$ cat config.mk
export PLATFORM = sky130hd
export DESIGN_NAME = seek_ctrl
export DESIGN_NICKNAME = d
export VERILOG_FILES = /design/src/rtl/seek_ctrl.sv
export SDC_FILE = /design/constraint.sdc
export NUM_CORES = 1
export LEC_CHECK = 0
export CORE_MARGIN = 2
export CORE_UTILIZATION = 50
export CTS_BUF_LIST = sky130_fd_sc_hd__clkbuf_4
export DETAILED_ROUTE_END_ITERATION = 8
export PLACE_DENSITY_LB_ADDON = 0.25
export SYNTH_ARGS = -nofsm -noshare
export SYNTH_HDL_FRONTEND = slang
export SYNTH_SLANG_ARGS = --single-unit
$ cat constraint.sdc
create_clock -name clk -period 3.36 [get_ports clk]
set_input_delay 0.672 -clock clk [delete_from_list [all_inputs] [get_ports clk]]
set_output_delay 0.672 -clock clk [all_outputs]
set_load 0.02 [all_outputs]
$ cat src/rtl/seek_ctrl.sv
// Head-positioning sequencer: turns seek/home commands into timed step/dir pulses,
// tracks the current cylinder and recalibrates against the track-0 sensor.
module seek_ctrl #(
    parameter int DIR_SETUP_CYC   = 100,
    parameter int STEP_HIGH_CYC   = 50,
    parameter int STEP_PERIOD_CYC = 300000,
    parameter int SETTLE_CYC      = 1500000,
    parameter int MAX_TRACK       = 79,
    parameter int HOME_MAX_STEPS  = 90,
    parameter int CNT_W           = 24
) (
    input  logic       clk,
    input  logic       rst,
    input  logic       cmd_valid,
    output logic       cmd_ready,
    input  logic       cmd_home,
    input  logic [6:0] cmd_track,
    input  logic       tr0,
    output logic       step,
    output logic       dir,
    output logic       busy,
    output logic       done,
    output logic       error,
    output logic [6:0] cur_track,
    output logic       track_valid
);

    localparam int HS_W = $clog2(HOME_MAX_STEPS + 1);

    // Counters load N-1 and run down to zero, so each timed state lasts exactly N cycles.
    localparam logic [CNT_W-1:0] LD_SETUP  = CNT_W'(DIR_SETUP_CYC - 1);
    localparam logic [CNT_W-1:0] LD_HIGH   = CNT_W'(STEP_HIGH_CYC - 1);
    localparam logic [CNT_W-1:0] LD_LOW    = CNT_W'(STEP_PERIOD_CYC - STEP_HIGH_CYC - 1);
    localparam logic [CNT_W-1:0] LD_SETTLE = CNT_W'(SETTLE_CYC - 1);
    localparam logic [HS_W-1:0]  HS_MAX    = HS_W'(HOME_MAX_STEPS);
    localparam logic [6:0]       TRK_MAX   = 7'(MAX_TRACK);

    typedef enum logic [2:0] {
        IDLE,
        DIR_SETUP,
        STEP_HI,
        STEP_LO,
        SETTLE,
        REPORT
    } state_t;

    typedef enum logic [1:0] {
        DEC_STEP,
        DEC_SETTLE,
        DEC_HOMED,
        DEC_FAIL
    } dec_t;

    state_t           state;
    dec_t             dec;
    logic [CNT_W-1:0] cnt;
    logic [6:0]       target;
    logic             homing;
    logic [HS_W-1:0]  home_steps;
    logic             tr0_meta;
    logic             tr0_sync;

    always_ff @(posedge clk) begin
        if (rst) begin
            tr0_meta <= 1'b0;
            tr0_sync <= 1'b0;
        end else begin
            tr0_meta <= tr0;
            tr0_sync <= tr0_meta;
        end
    end

    // What to do at the step decision point; the sensor wins over the step limit.
    always_comb begin
        dec = DEC_STEP;
        if (homing) begin
            if (tr0_sync)
                dec = DEC_HOMED;
            else if (home_steps == HS_MAX)
                dec = DEC_FAIL;
        end else if (cur_track == target) begin
            dec = DEC_SETTLE;
        end
    end

    always_ff @(posedge clk) begin
        if (rst) begin
            state       <= IDLE;
            cnt         <= '0;
            target      <= '0;
            homing      <= 1'b0;
            home_steps  <= '0;
            step        <= 1'b0;
            dir         <= 1'b1;
            cur_track   <= '0;
            track_valid <= 1'b0;
            busy        <= 1'b0;
            cmd_ready   <= 1'b1;
            done        <= 1'b0;
            error       <= 1'b0;
        end else begin
            done  <= 1'b0;
            error <= 1'b0;
            case (state)
                IDLE: begin
                    if (cmd_valid) begin
                        busy      <= 1'b1;
                        cmd_ready <= 1'b0;
                        if (cmd_home) begin
                            homing      <= 1'b1;
                            dir         <= 1'b1;
                            track_valid <= 1'b0;
                            home_steps  <= '0;
                            cnt         <= LD_SETUP;
                            state       <= DIR_SETUP;
                        end else if (!track_valid || cmd_track > TRK_MAX) begin
                            done  <= 1'b1;
                            error <= 1'b1;
                            state <= REPORT;
                        end else if (cmd_track == cur_track) begin
                            done  <= 1'b1;
                            state <= REPORT;
                        end else begin
                            homing <= 1'b0;
                            target <= cmd_track;
                            dir    <= (cmd_track < cur_track);
                            cnt    <= LD_SETUP;
                            state  <= DIR_SETUP;
                        end
                    end
                end

                DIR_SETUP, STEP_LO: begin
                    if (cnt != '0) begin
                        cnt <= cnt - 1'b1;
                    end else begin
                        case (dec)
                            DEC_STEP: begin
                                step  <= 1'b1;
                                cnt   <= LD_HIGH;
                                state <= STEP_HI;
                                if (homing) begin
                                    home_steps <= home_steps + 1'b1;
                                    if (cur_track != '0)
                                        cur_track <= cur_track - 7'd1;
                                end else if (dir) begin
                                    cur_track <= cur_track - 7'd1;
                                end else begin
                                    cur_track <= cur_track + 7'd1;
                                end
                            end
                            DEC_SETTLE: begin
                                cnt   <= LD_SETTLE;
                                state <= SETTLE;
                            end
                            DEC_HOMED: begin
                                cur_track   <= '0;
                                track_valid <= 1'b1;
                                cnt         <= LD_SETTLE;
                                state       <= SETTLE;
                            end
                            default: begin
                                done  <= 1'b1;
                                error <= 1'b1;
                                state <= REPORT;
                            end
                        endcase
                    end
                end

                STEP_HI: begin
                    if (cnt != '0) begin
                        cnt <= cnt - 1'b1;
                    end else begin
                        step  <= 1'b0;
                        cnt   <= LD_LOW;
                        state <= STEP_LO;
                    end
                end

                SETTLE: begin
                    if (cnt != '0) begin
                        cnt <= cnt - 1'b1;
                    end else begin
                        done  <= 1'b1;
                        state <= REPORT;
                    end
                end

                REPORT: begin
                    busy      <= 1'b0;
                    cmd_ready <= 1'b1;
                    state     <= IDLE;
                end

                default: begin
                    step      <= 1'b0;
                    busy      <= 1'b0;
                    cmd_ready <= 1'b1;
                    state     <= IDLE;
                end
            endcase
        end
    end

endmodule
==> key figures, run 1 <==
Outcome
  • Status: completed

Final layout
  • Most frequent cells in the layout: dfxtp_1 (58), nor2_1 (55), a21oi_1 (38)
  • Fillers: 708
  • Most common cell after layout, fill and taps aside: dfxtp_1
  • Antenna diodes: 0
  • P&R area growth vs syn: 13.2%
  • Post-layout net count: 540
  • Layout cells sized above 1: 11.0%

Power
  • Pwr Density: 963 nW/um2
  • VDD IR-drop max: 656 uV
  • Tot Pwr: 4.12 mW
  • P_leak: 1.60 nW

STA
  • Final hold vios: 0
  • Final min period: 2970 ps
  • Final Cycle Share: 88.3%
  • Final setup violating endpoints: 0
  • Rel. slew slack: 50.7%
  • RSZ-0062 raised after global routing: false
  • Setup_tns: 0 ps
  • Final Skew: 16.1 ps
  • Tightest Pin Transition: 740 ps
  • FMAX: 337 MHz
  • Fin. max-slew vios: 0

Logic synthesis
  • Post-synthesis net count: 511
  • Synth top area share: 30.8%
  • Synth warn: 0
  • Post-synth top flop: dfxtp_1
  • Area contributors post-synth: dfxtp_1 (31%), ha_1 (5.6%), nor2_1 (5.5%)
  • Post-synthesis instance total: 482
  • Syn Area/Cell: 7.83 um2
  • Post-Synthesis Cell Area: 3770 um2
  • Number of synthesized flops with an enable pin: 0
  • Yosys cell types: 71
  • Async SR Flop Fraction: 0%
  • Post-synth top area cell: dfxtp_1
  • Synth Register Bits: 58
  • Sequential area share after synthesis: 30.8%

Global route
  • First-pass GRT wire length: 17,500 um
  • Largest net degree at the start of global routing: 33
  • GR Util All Layers: 25.9%
  • Initial antenna violation count: 0
  • Vias in the first global route: 3,613
  • Grt total ovfl: 0

Floorplanning
  • Total die area: 8260 um2
  • IO Pins: 26
  • Die Width: 90.9 um
  • Die height: 90.9 um
  • Starting density of the core: 51.8%
  • Num rows: 31
  • Core ar.: 7290 um2

Worst hold path
  • HP Class: register to register

Setup path
  • Startpoint Class: register
  • Worst Setup End Kind: register
  • Arr. time, crit path: 3290 ps
  • Critical-path maximum fanout: 7
  • Critical Path RT: 3690 ps
  • Critical path class: register to register

Placed design
  • GP Congestion: 0.945
  • HPWL after detailed placement: 7520 um
  • Port Buffers: 25

Clock network
  • CTS Buffer Depth: 2
  • Cts hold-fix bufs: 0
  • Clock Pin Slew Worst Setup and Hold Paths: 100 ps
  • CTS tree: done
  • Post-CTS resize count: 0
  • Setup Buffers After CTS: 0
  • CTS Buf Count: 9
  • Skew-Pair Late Insertion Delay: 400 ps
  • H-Tree Depth: 3
  • CTS root buffer: clkbuf_4
  • Clock sink count: 58

Drt
  • DRC Markers: 0
  • Vias after detailed routing: 3,733
  • Wire per inst: 16.5 um
  • Drt total wl: 10,200 um
  • DR iter-0 viols: 335
  • Drt first pass iters: 5
  • Routed Antenna Nets: 0
  • Vias per inst: 6.07

Job
  • Max-Cap Viols: 0
==> report_power, final <==
group	internal [mW]	leakage [nW]	switching, mW	total, mW
logic	0.987	1.06	1.65	2.64
registers	0.846	0.472	0.195	1.04
clock network	0.172	0.0685	0.260	0.432
total	2.00	1.60	2.11	4.12
==> worst paths after layout <==
path	from	to	slack, ps	cells past startpoint
worst max-delay path	home_steps[0]	cnt[23]	390	14
worst min-delay path	tr0_meta	tr0_sync	450	1
worst min register to register	tr0_meta	tr0_sync	450	1
worst max register to register	home_steps[0]	cnt[23]	390	14
==> synth_stat cells, types with 2 or more instances <==
| cell type | number |
|---|---|
| nand3b_1 | 3 |
| a211o_1 | 2 |
| nand2b_1 | 7 |
| dfxtp_1 | 58 |
| a211oi_1 | 5 |
| o311a_2 | 2 |
| nor2_1 | 55 |
| nor2b_1 | 9 |
| o211ai_1 | 4 |
| o21a_1 | 4 |
| nor4_1 | 12 |
| xor2_1 | 8 |
| nor3_1 | 17 |
| a31oi_1 | 7 |
| nand2_1 | 36 |
| inv_1 | 20 |
| xnor2_1 | 11 |
| o22ai_1 | 5 |
| a21o_1 | 3 |
| o31ai_1 | 4 |
| a32oi_1 | 2 |
| a21boi_0 | 3 |
| a21oi_1 | 38 |
| nor3b_1 | 3 |
| buf_1 | 2 |
| nand3_1 | 14 |
| clkbuf_1 | 15 |
| nor4_2 | 3 |
| nand4_1 | 13 |
| and2_1 | 4 |
| a32o_1 | 3 |
| o21ai_0 | 29 |
| a31o_2 | 3 |
| a2111oi_0 | 2 |
| or3_1 | 13 |
| buf_2 | 5 |
| buf_6 | 3 |
| nor4b_2 | 2 |
| ha_1 | 17 |
| or4_1 | 5 |
==> state kept, by name, summed over array words and instances (netlist names) <==
signal	cells
cmd_ready	1
busy	1
homing	1
target	7
cnt	24
track_valid	1
step	1
cur_track	7
tr0_meta	1
state	3
done	1
dir	1
tr0_sync	1
home_steps	7
error	1
==> worst max-delay path: stages (launching register included) <==
cell     delay (ps)
dfxtp_1         360
inv_1            70
ha_1            150
nand2_1          50
nor4_1          370
a32o_1          310
inv_1           100
ha_1            250
nor2b_1         170
nor4b_4         250
buf_4           190
nor3_1           60
buf_4           180
a21o_1          240
a21oi_1         150
==> kinds of logic after synthesis <==
group	count (synthesis)	share of synthesized area (%)
simple gates	207	30.2
buf+inv	47	5.57
mux	1	0.265
fa+ha+maj	17	5.63
compound gates	133	23.2
xor+xnor	19	4.41
flops	58	30.8
==> through the flow <==
stage | worst slack (ps) | hold slack, ps | cells | instance area, um2 | utilization, %
final | 394 | 448 | 615 | 4270 | 58.6
after global routing | 132 | 468 | 615 | 4270 | 58.6
after CTS | 373 | 456 | 615 | 4270 | 58.6
after detailed placement | 61.2 | 436 | 599 | 4160 | 57.1
after global placement | 174 | 428 | 599 | 4160 | 57.1
after floorplan | 642 | 414 | 482 | 3770 | -
==> routing by layer <==
metal,up-vias,wire length (um),GRT usage (%),part of all wire [%]
li1,1835,-,-,-
met1,1771,4720,34.6,46
met2,118,4760,41.7,47
met3,9,606,6.01,6.0
met4,0,88,7.70,0.87
met5,-,0,0,0
==> area by class of cell <==
class / count / area, um2 / share of cell area, %
clock buffers: 12 / 90.1 / 2.11
clock inverters: 4 / 18.8 / 0.439
inverters: 20 / 75.1 / 1.76
multi-input cells: 377 / 2400 / 56.3
flip-flops and latches: 58 / 1160 / 27.2
well taps: 99 / 124 / 2.90
repair buffers: 45 / 400 / 9.37
(Power assumes the default switching activity.)
==> run 2, diff against run 1 <==
--- a/config.mk
+++ b/config.mk
@@ -5,10 +5,12 @@
 export SDC_FILE = /design/constraint.sdc
 export NUM_CORES = 1
 export LEC_CHECK = 0
+export CAP_MARGIN = 10
 export CORE_MARGIN = 2
 export CORE_UTILIZATION = 50
 export CTS_BUF_LIST = sky130_fd_sc_hd__clkbuf_4
 export DETAILED_ROUTE_END_ITERATION = 8
+export DONT_BUFFER_PORTS = 1
 export PLACE_DENSITY_LB_ADDON = 0.25
 export SYNTH_ARGS = -nofsm -noshare
 export SYNTH_HDL_FRONTEND = slang
==> key figures, run 2 (synthesis gave the netlist of run 1 again) <==
Setup path
  • Cell family contributing the most delay on the critical path: simple AND/OR/NAND/NOR gates (unchanged)
  • Critical-path maximum fanout: 15 (was 7)
  • Worst Setup End Kind: register (unchanged)
  • Reg-to-Reg Start: cur_track[1] (was home_steps[0])
  • Critical path class: register to register (unchanged)
  • Slowest CP cell: dfxtp_1 (was nor4_1)
  • FF-to-FF path depth: 10 (was 14)
  • CP Cell Sequence: xor2_1 > nor4_1 > a32o_1 > inv_1 > ha_1 > nor2b_1 > nor4b_4 > or3_1 > or4_1 > a21oi_1 (was inv_1 > ha_1 > nand2_1 > nor4_1 > a32o_1 > inv_1 > ha_1 > nor2b_1 > nor4b_4 > buf_4 > nor3_1 > buf_4 > a21o_1 > a21oi_1)
  • WP buf/inv: 1 (was 4)
  • Startpoint Class: register (unchanged)
  • Arr. time, crit path: 3420 ps (was 3290 ps)
  • Critical Path RT: 3710 ps (was 3690 ps)
  • Reg-to-Reg End: cnt[22] (was cnt[23])
  • R2R Setup Slk: 280 ps (was 390 ps)
  • Crit path launch: cur_track[1] (was home_steps[0])
  • CP peak stage delay: 570 ps (was 370 ps)

Final layout
  • Design Area, Final: 3990 um2 (was 4270 um2)
  • Most frequent cells in the layout: dfxtp_1 (58), nor2_1 (55), a21oi_1 (38) (unchanged)
  • Most common cell after layout, fill and taps aside: dfxtp_1 (unchanged)
  • Largest Register: cnt (unchanged)
  • P&R area growth vs syn: 5.67% (was 13.2%)
  • Antenna diodes: 0 (unchanged)
  • Post-layout net count: 512 (was 540)
  • Layout cells sized above 1: 10.7% (was 11.0%)
  • Max reg flops: 24 (unchanged)

Global route
  • M1 GR Usage: 34.5% (was 34.6%)
  • GR Util met2: 38.1% (was 41.7%)
  • First-pass GRT wire length: 16,900 um (was 17,500 um)
  • Initial antenna violation count: 0 (unchanged)
  • Largest net degree at the start of global routing: 35 (was 33)
  • GR Util All Layers: 25.4% (was 25.9%)
  • Vias in the first global route: 3,398 (was 3,613)
  • Grt peak-use layer: met2 (unchanged)
  • Grt total ovfl: 0 (unchanged)
  • GR Util met3: 7.35% (was 6.01%)

STA
  • Worst setup margin: 285 ps (was 394 ps)
  • Tightest Pin Transition: 820 ps (was 740 ps)
  • Fin. max-slew vios: 0 (unchanged)
  • Setup_tns: 0 ps (unchanged)
  • Final setup violating endpoints: 0 (unchanged)
  • Final min period: 3080 ps (was 2970 ps)
  • Final hold vios: 0 (unchanged)
  • Rel. slew slack: 45.3% (was 50.7%)
  • Final Skew: 16.5 ps (was 16.1 ps)
  • Final Cycle Share: 91.5% (was 88.3%)
  • RSZ-0062 raised after global routing: false (unchanged)
  • FMAX: 325 MHz (was 337 MHz)

Worst hold path
  • Hold depth: 1 (unchanged)
  • Hold EP: cnt[4] (was tr0_sync)
  • HP Class: input port to register (was register to register)
  • HP Start: rst (was tr0_meta)

Clock network
  • Setup Buffers After CTS: 0 (unchanged)
  • CTS Buf Count: 9 (unchanged)
  • Post-CTS resize count: 0 (unchanged)
  • Cts hold-fix bufs: 0 (unchanged)
  • Clock Pin Slew Worst Setup and Hold Paths: 100 ps (about the same)
  • H-Tree Depth: 3 (unchanged)
  • CTS Buffer Depth: 2 (unchanged)
  • CTS tree: done (unchanged)
  • CTS root buffer: clkbuf_4 (unchanged)
  • Skew-Pair Late Insertion Delay: 410 ps (was 400 ps)
  • Clock sink count: 58 (unchanged)

Drt
  • Vias per inst: 6.25 (was 6.07)
  • Drt total wl: 10,200 um (about the same)
  • DR iter-0 viols: 327 (was 335)
  • Drt first pass iters: 4 (was 5)
  • Wire per inst: 17.4 um (was 16.5 um)
  • DRC Markers: 0 (unchanged)
  • Vias after detailed routing: 3,665 (was 3,733)
  • Routed Antenna Nets: 0 (unchanged)

Power
  • Pwr Density: 1000 nW/um2 (was 963 nW/um2)
  • P_leak: 1.49 nW (was 1.60 nW)
  • VDD IR-drop max: 602 uV (was 656 uV)

Placed design
  • Setup slack at placement: 331 ps (was 61.2 ps)
  • GP Congestion: 0.901 (was 0.945)
  • Port Buffers: 0 (was 25)
  • HPWL after detailed placement: 7400 um (was 7520 um)
  • Placed cell areas: 3890 um2 (was 4160 um2)

Floorplanning
  • Core ar.: 7290 um2 (unchanged)
  • Total die area: 8260 um2 (unchanged)
  • Starting density of the core: 51.8% (unchanged)
  • Die Width: 90.9 um (unchanged)
  • Die height: 90.9 um (unchanged)
  • Num rows: 31 (unchanged)
  • IO Pins: 26 (unchanged)

Outcome
  • Status: completed (unchanged)

Job
  • Max-Cap Viols: 0 (unchanged)
==> run 2: changes by cell type in the layout (fill, tap and decap cells not counted), sizes merged <==
cell / delta
clkinv: +1
buf: -3
clkdlybuf4s50: -25
clkbuf: -2
==> run 2: layer usage <==
layer,routed length (um),vias up,part of all wire [%]
li1,-,1780,-
met2,4470,130,44
met4,280,0,2.7
met5,0,-,0
met1,4710,1726,46
met3,760,29,7.4
==> run 2: how the worst max path moves through the flow <==
stage,end,slack (ps),cells after the start
after global placement,cur_track[2],390,11
final,cnt[22],280,10
after global routing,cnt[22],60,10
after detailed placement,cnt[22],330,12
after CTS,cnt[22],290,10
after floorplan,cnt[22],640,12
==> run 2: layout make-up <==
class | count | area [um2]
timing repair buffer | 17 | 128
sequential | 58 | 1160
fill | 734 | 3300
multi-input combinational | 377 | 2400
inverter | 20 | 75.1
clock buffer | 10 | 75.1
tap | 99 | 124
clock inverter | 5 | 22.5
==> run 2: power by group <==
| part | switching, mW | leakage (nW) | internal (mW) |
|---|---|---|---|
| clock network | 0.261 | 0.0609 | 0.148 |
| registers | 0.248 | 0.472 | 0.846 |
| logic | 1.59 | 0.954 | 0.909 |
==> run 2: per-stage QoR <==
step	hold WS (ps)	util, %	total power [mW]	cells
2_1_floorplan	414	-	3.01	482
3_3_place_gp	427	53.4	3.50	571
3_5_place_dp	445	53.4	3.53	571
4_1_cts	293	54.7	3.96	586
5_1_grt	280	54.7	4.33	586
6_report	312	54.7	4.00	586
==> run 2: worst register-to-register path: stages, from the launching register on <==
cell	delay, ps
dfxtp_1	570
xor2_1	190
nor4_1	80
a32o_1	240
inv_1	140
ha_1	290
nor2b_1	90
nor4b_4	140
or3_1	570
or4_1	560
a21oi_1	150
==> run 3, diff against run 2 <==
--- a/config.mk
+++ b/config.mk
@@ -5,6 +5,7 @@
 export SDC_FILE = /design/constraint.sdc
 export NUM_CORES = 1
 export LEC_CHECK = 0
+export ABC_AREA = 1
 export CAP_MARGIN = 10
 export CORE_MARGIN = 2
 export CORE_UTILIZATION = 50
==> constraint.sdc (replaced) <==
create_clock -name clk -period 3.77 [get_ports clk]
set_input_delay 0.754 -clock clk [delete_from_list [all_inputs] [get_ports clk]]
set_output_delay 0.754 -clock clk [all_outputs]
set_load 0.02 [all_outputs]
==> key figures, run 3 <==
Setup path
  • Startpoint Class: register (unchanged)
  • Worst Setup End Kind: register (unchanged)
  • Arr. time, crit path: 3460 ps (was 3420 ps)
  • Critical-path maximum fanout: 31 (was 15)
  • FF-to-FF path depth: 14 (was 10)
  • Critical Path RT: 4080 ps (was 3710 ps)
  • Critical path class: register to register (unchanged)

Final layout
  • Layout cells sized above 1: 6.91% (was 10.7%)
  • Most common cell after layout, fill and taps aside: nand2_1 (was dfxtp_1)
  • Post-layout net count: 676 (was 512)
  • Max reg flops: 24 (unchanged)
  • Most frequent cells in the layout: nand2_1 (184), nor2_1 (92), inv_1 (80) (was dfxtp_1 (58), nor2_1 (55), a21oi_1 (38))
  • Largest Register: cnt (unchanged)
  • Finished Core Util: 54.1% (was 54.7%)
  • P&R area growth vs syn: 4.10% (was 5.67%)
  • Antenna diodes: 0 (unchanged)
  • Fillers: 802 (was 734)

Power
  • P_leak: 2.01 nW (was 1.49 nW)
  • VDD IR-drop max: 440 uV (was 602 uV)
  • Pwr Density: 947 nW/um2 (was 1000 nW/um2)

Placed design
  • Port Buffers: 0 (unchanged)
  • Setup slack at placement: 687 ps (was 331 ps)
  • GP Congestion: 0.915 (was 0.901)
  • HPWL after detailed placement: 7630 um (was 7400 um)

Logic synthesis
  • Async SR Flop Fraction: 0% (unchanged)
  • Area contributors post-synth: dfxtp_1 (29%), nand2_1 (17%), nor2_1 (8.5%) (was dfxtp_1 (31%), ha_1 (5.6%), nor2_1 (5.5%))
  • Post-synthesis net count: 677 (was 511)
  • Synth cell count leaders: nand2_1 (184), nor2_1 (92), inv_1 (80) (was dfxtp_1 (58), nor2_1 (55), a21oi_1 (38))
  • Number of synthesized flops with an enable pin: 0 (unchanged)
  • Post-Synthesis Cell Area: 4050 um2 (was 3770 um2)
  • Synth top area share: 28.6% (was 30.8%)
  • Syn Area/Cell: 6.26 um2 (was 7.83 um2)
  • Yosys cell types: 40 (was 71)
  • Post-synth top flop: dfxtp_1 (unchanged)
  • Sequential area share after synthesis: 28.6% (was 30.8%)
  • Top-count cell post-synth: nand2_1 (was dfxtp_1)
  • Post-synthesis instance total: 648 (was 482)
  • Synth warn: 0 (unchanged)
  • Post-synth top area cell: dfxtp_1 (unchanged)
  • Synth Register Bits: 58 (unchanged)

Clock network
  • Clock sink count: 58 (unchanged)
  • CTS tree: done (unchanged)
  • Skew-Pair Late Insertion Delay: 420 ps (was 410 ps)
  • H-Tree Depth: 3 (unchanged)
  • CTS root buffer: clkbuf_4 (unchanged)
  • CTS Buf Count: 9 (unchanged)
  • Cts hold-fix bufs: 0 (unchanged)
  • Post-CTS resize count: 0 (unchanged)
  • CTS Buffer Depth: 2 (unchanged)
  • Clock Pin Slew Worst Setup and Hold Paths: 110 ps (was 100 ps)
  • Setup Buffers After CTS: 0 (unchanged)

Drt
  • Drt total wl: 10,300 um (was 10,200 um)
  • DRC Markers: 0 (unchanged)
  • Drt first pass iters: 6 (was 4)
  • Vias after detailed routing: 4,053 (was 3,665)
  • DR iter-0 viols: 217 (was 327)
  • Wire per inst: 13.6 um (was 17.4 um)
  • Routed Antenna Nets: 0 (unchanged)
  • Vias per inst: 5.38 (was 6.25)

STA
  • Tightest Pin Transition: 691 ps (was 820 ps)
  • Final Cycle Share: 83.4% (was 91.5%)
  • Setup_tns: 0 ps (unchanged)
  • Final setup violating endpoints: 0 (unchanged)
  • FMAX: 318 MHz (was 325 MHz)
  • Fin. max-slew vios: 0 (unchanged)
  • Rel. slew slack: 53.9% (was 45.3%)
  • Final hold vios: 0 (unchanged)
  • Worst setup margin: 625 ps (was 285 ps)
  • RSZ-0062 raised after global routing: false (unchanged)
  • Final min period: 3140 ps (was 3080 ps)
  • Final Skew: 17.3 ps (was 16.5 ps)

Floorplanning
  • Num rows: 32 (was 31)
  • Die height: 94.0 um (was 90.9 um)
  • Core ar.: 7810 um2 (was 7290 um2)
  • Total die area: 8840 um2 (was 8260 um2)
  • Starting density of the core: 51.9% (was 51.8%)
  • IO Pins: 26 (unchanged)
  • Die Width: 94.0 um (was 90.9 um)

Worst hold path
  • HP Class: input port to register (unchanged)
  • Hold depth: 1 (unchanged)

Global route
  • First-pass GRT wire length: 17,600 um (was 16,900 um)
  • Vias in the first global route: 3,745 (was 3,398)
  • Initial antenna violation count: 0 (unchanged)
  • GR Util All Layers: 25.0% (was 25.4%)
  • Grt total ovfl: 0 (unchanged)
  • Largest net degree at the start of global routing: 32 (was 35)

Job
  • Max-Cap Viols: 0 (unchanged)

Outcome
  • Status: completed (unchanged)
run 3: path summary, 6_finish.rpt:
path	start	endpoint	slack [ps]
max	cur_track[2]	cnt[1]	630
min	rst	cur_track[4]	390
max reg2reg	cur_track[2]	cnt[1]	630
min reg2reg	tr0_meta	tr0_sync	440
run 3: logic make-up (layout without fill, tap and decap cells):
kind of cell             after synthesis  in the layout  share of synthesized area [%]
adder cells (fa/ha/maj)               17             17                           5.25
XOR/XNOR                              15             15                           3.24
flip-flops                            58             58                           28.6
multiplexers                           1              1                          0.247
AO/OA/AOI/OAI                         94             94                           12.4
buffers and inverters                 95             98                           9.91
AND/OR/NAND/NOR                      368            368                           40.3
run 3: per-stage QoR:
| step | instances | power [mW] | hold WS, ps | area [um2] |
|---|---|---|---|---|
| floorplan | 648 | 3.08 | 388 | 4050 |
| global route | 753 | 4.41 | 370 | 4220 |
| finish | 753 | 4.00 | 390 | 4220 |
| CTS | 753 | 3.98 | 372 | 4220 |
| detailed placement | 738 | 3.53 | 435 | 4100 |
| global placement | 738 | 3.49 | 424 | 4100 |
run 3: where the power goes:
part | internal [mW] | switching, mW
logic | 0.836 | 1.76
clock network | 0.199 | 0.232
registers | 0.770 | 0.197
run 3: layout make-up:
| cell class | count | area [um2] | share of cell area, % |
|---|---|---|---|
| multi-input cells | 495 | 2490 | 59.0 |
| flip-flops and latches | 58 | 1160 | 27.5 |
| inverters | 81 | 304 | 7.20 |
| well taps | 102 | 128 | 3.02 |
| clock buffers | 10 | 75.1 | 1.78 |
| clock inverters | 5 | 46.3 | 1.10 |
| repair buffers | 2 | 15.0 | 0.356 |
run 3: worst max-delay path, stage by stage (launching register included):
cell	delay, ps
dfxtp_1	640
inv_1	150
o21ai_0	180
nor2_1	80
nand2_1	60
nor2_1	40
nor2_1	260
inv_1	90
ha_1	320
inv_1	80
nand4_1	120
nor2_1	80
nor2_4	560
nand3_1	170
o21a_1	210
run 3: routing by layer:
metal | vias to the layer above | wire, um | global-route usage, %
li1 | 2058 | - | -
met1 | 1853 | 4760 | 33.3
met2 | 129 | 4710 | 40.6
met3 | 13 | 650 | 4.65
met4 | 0 | 147 | 8.33
met5 | - | 0 | 0
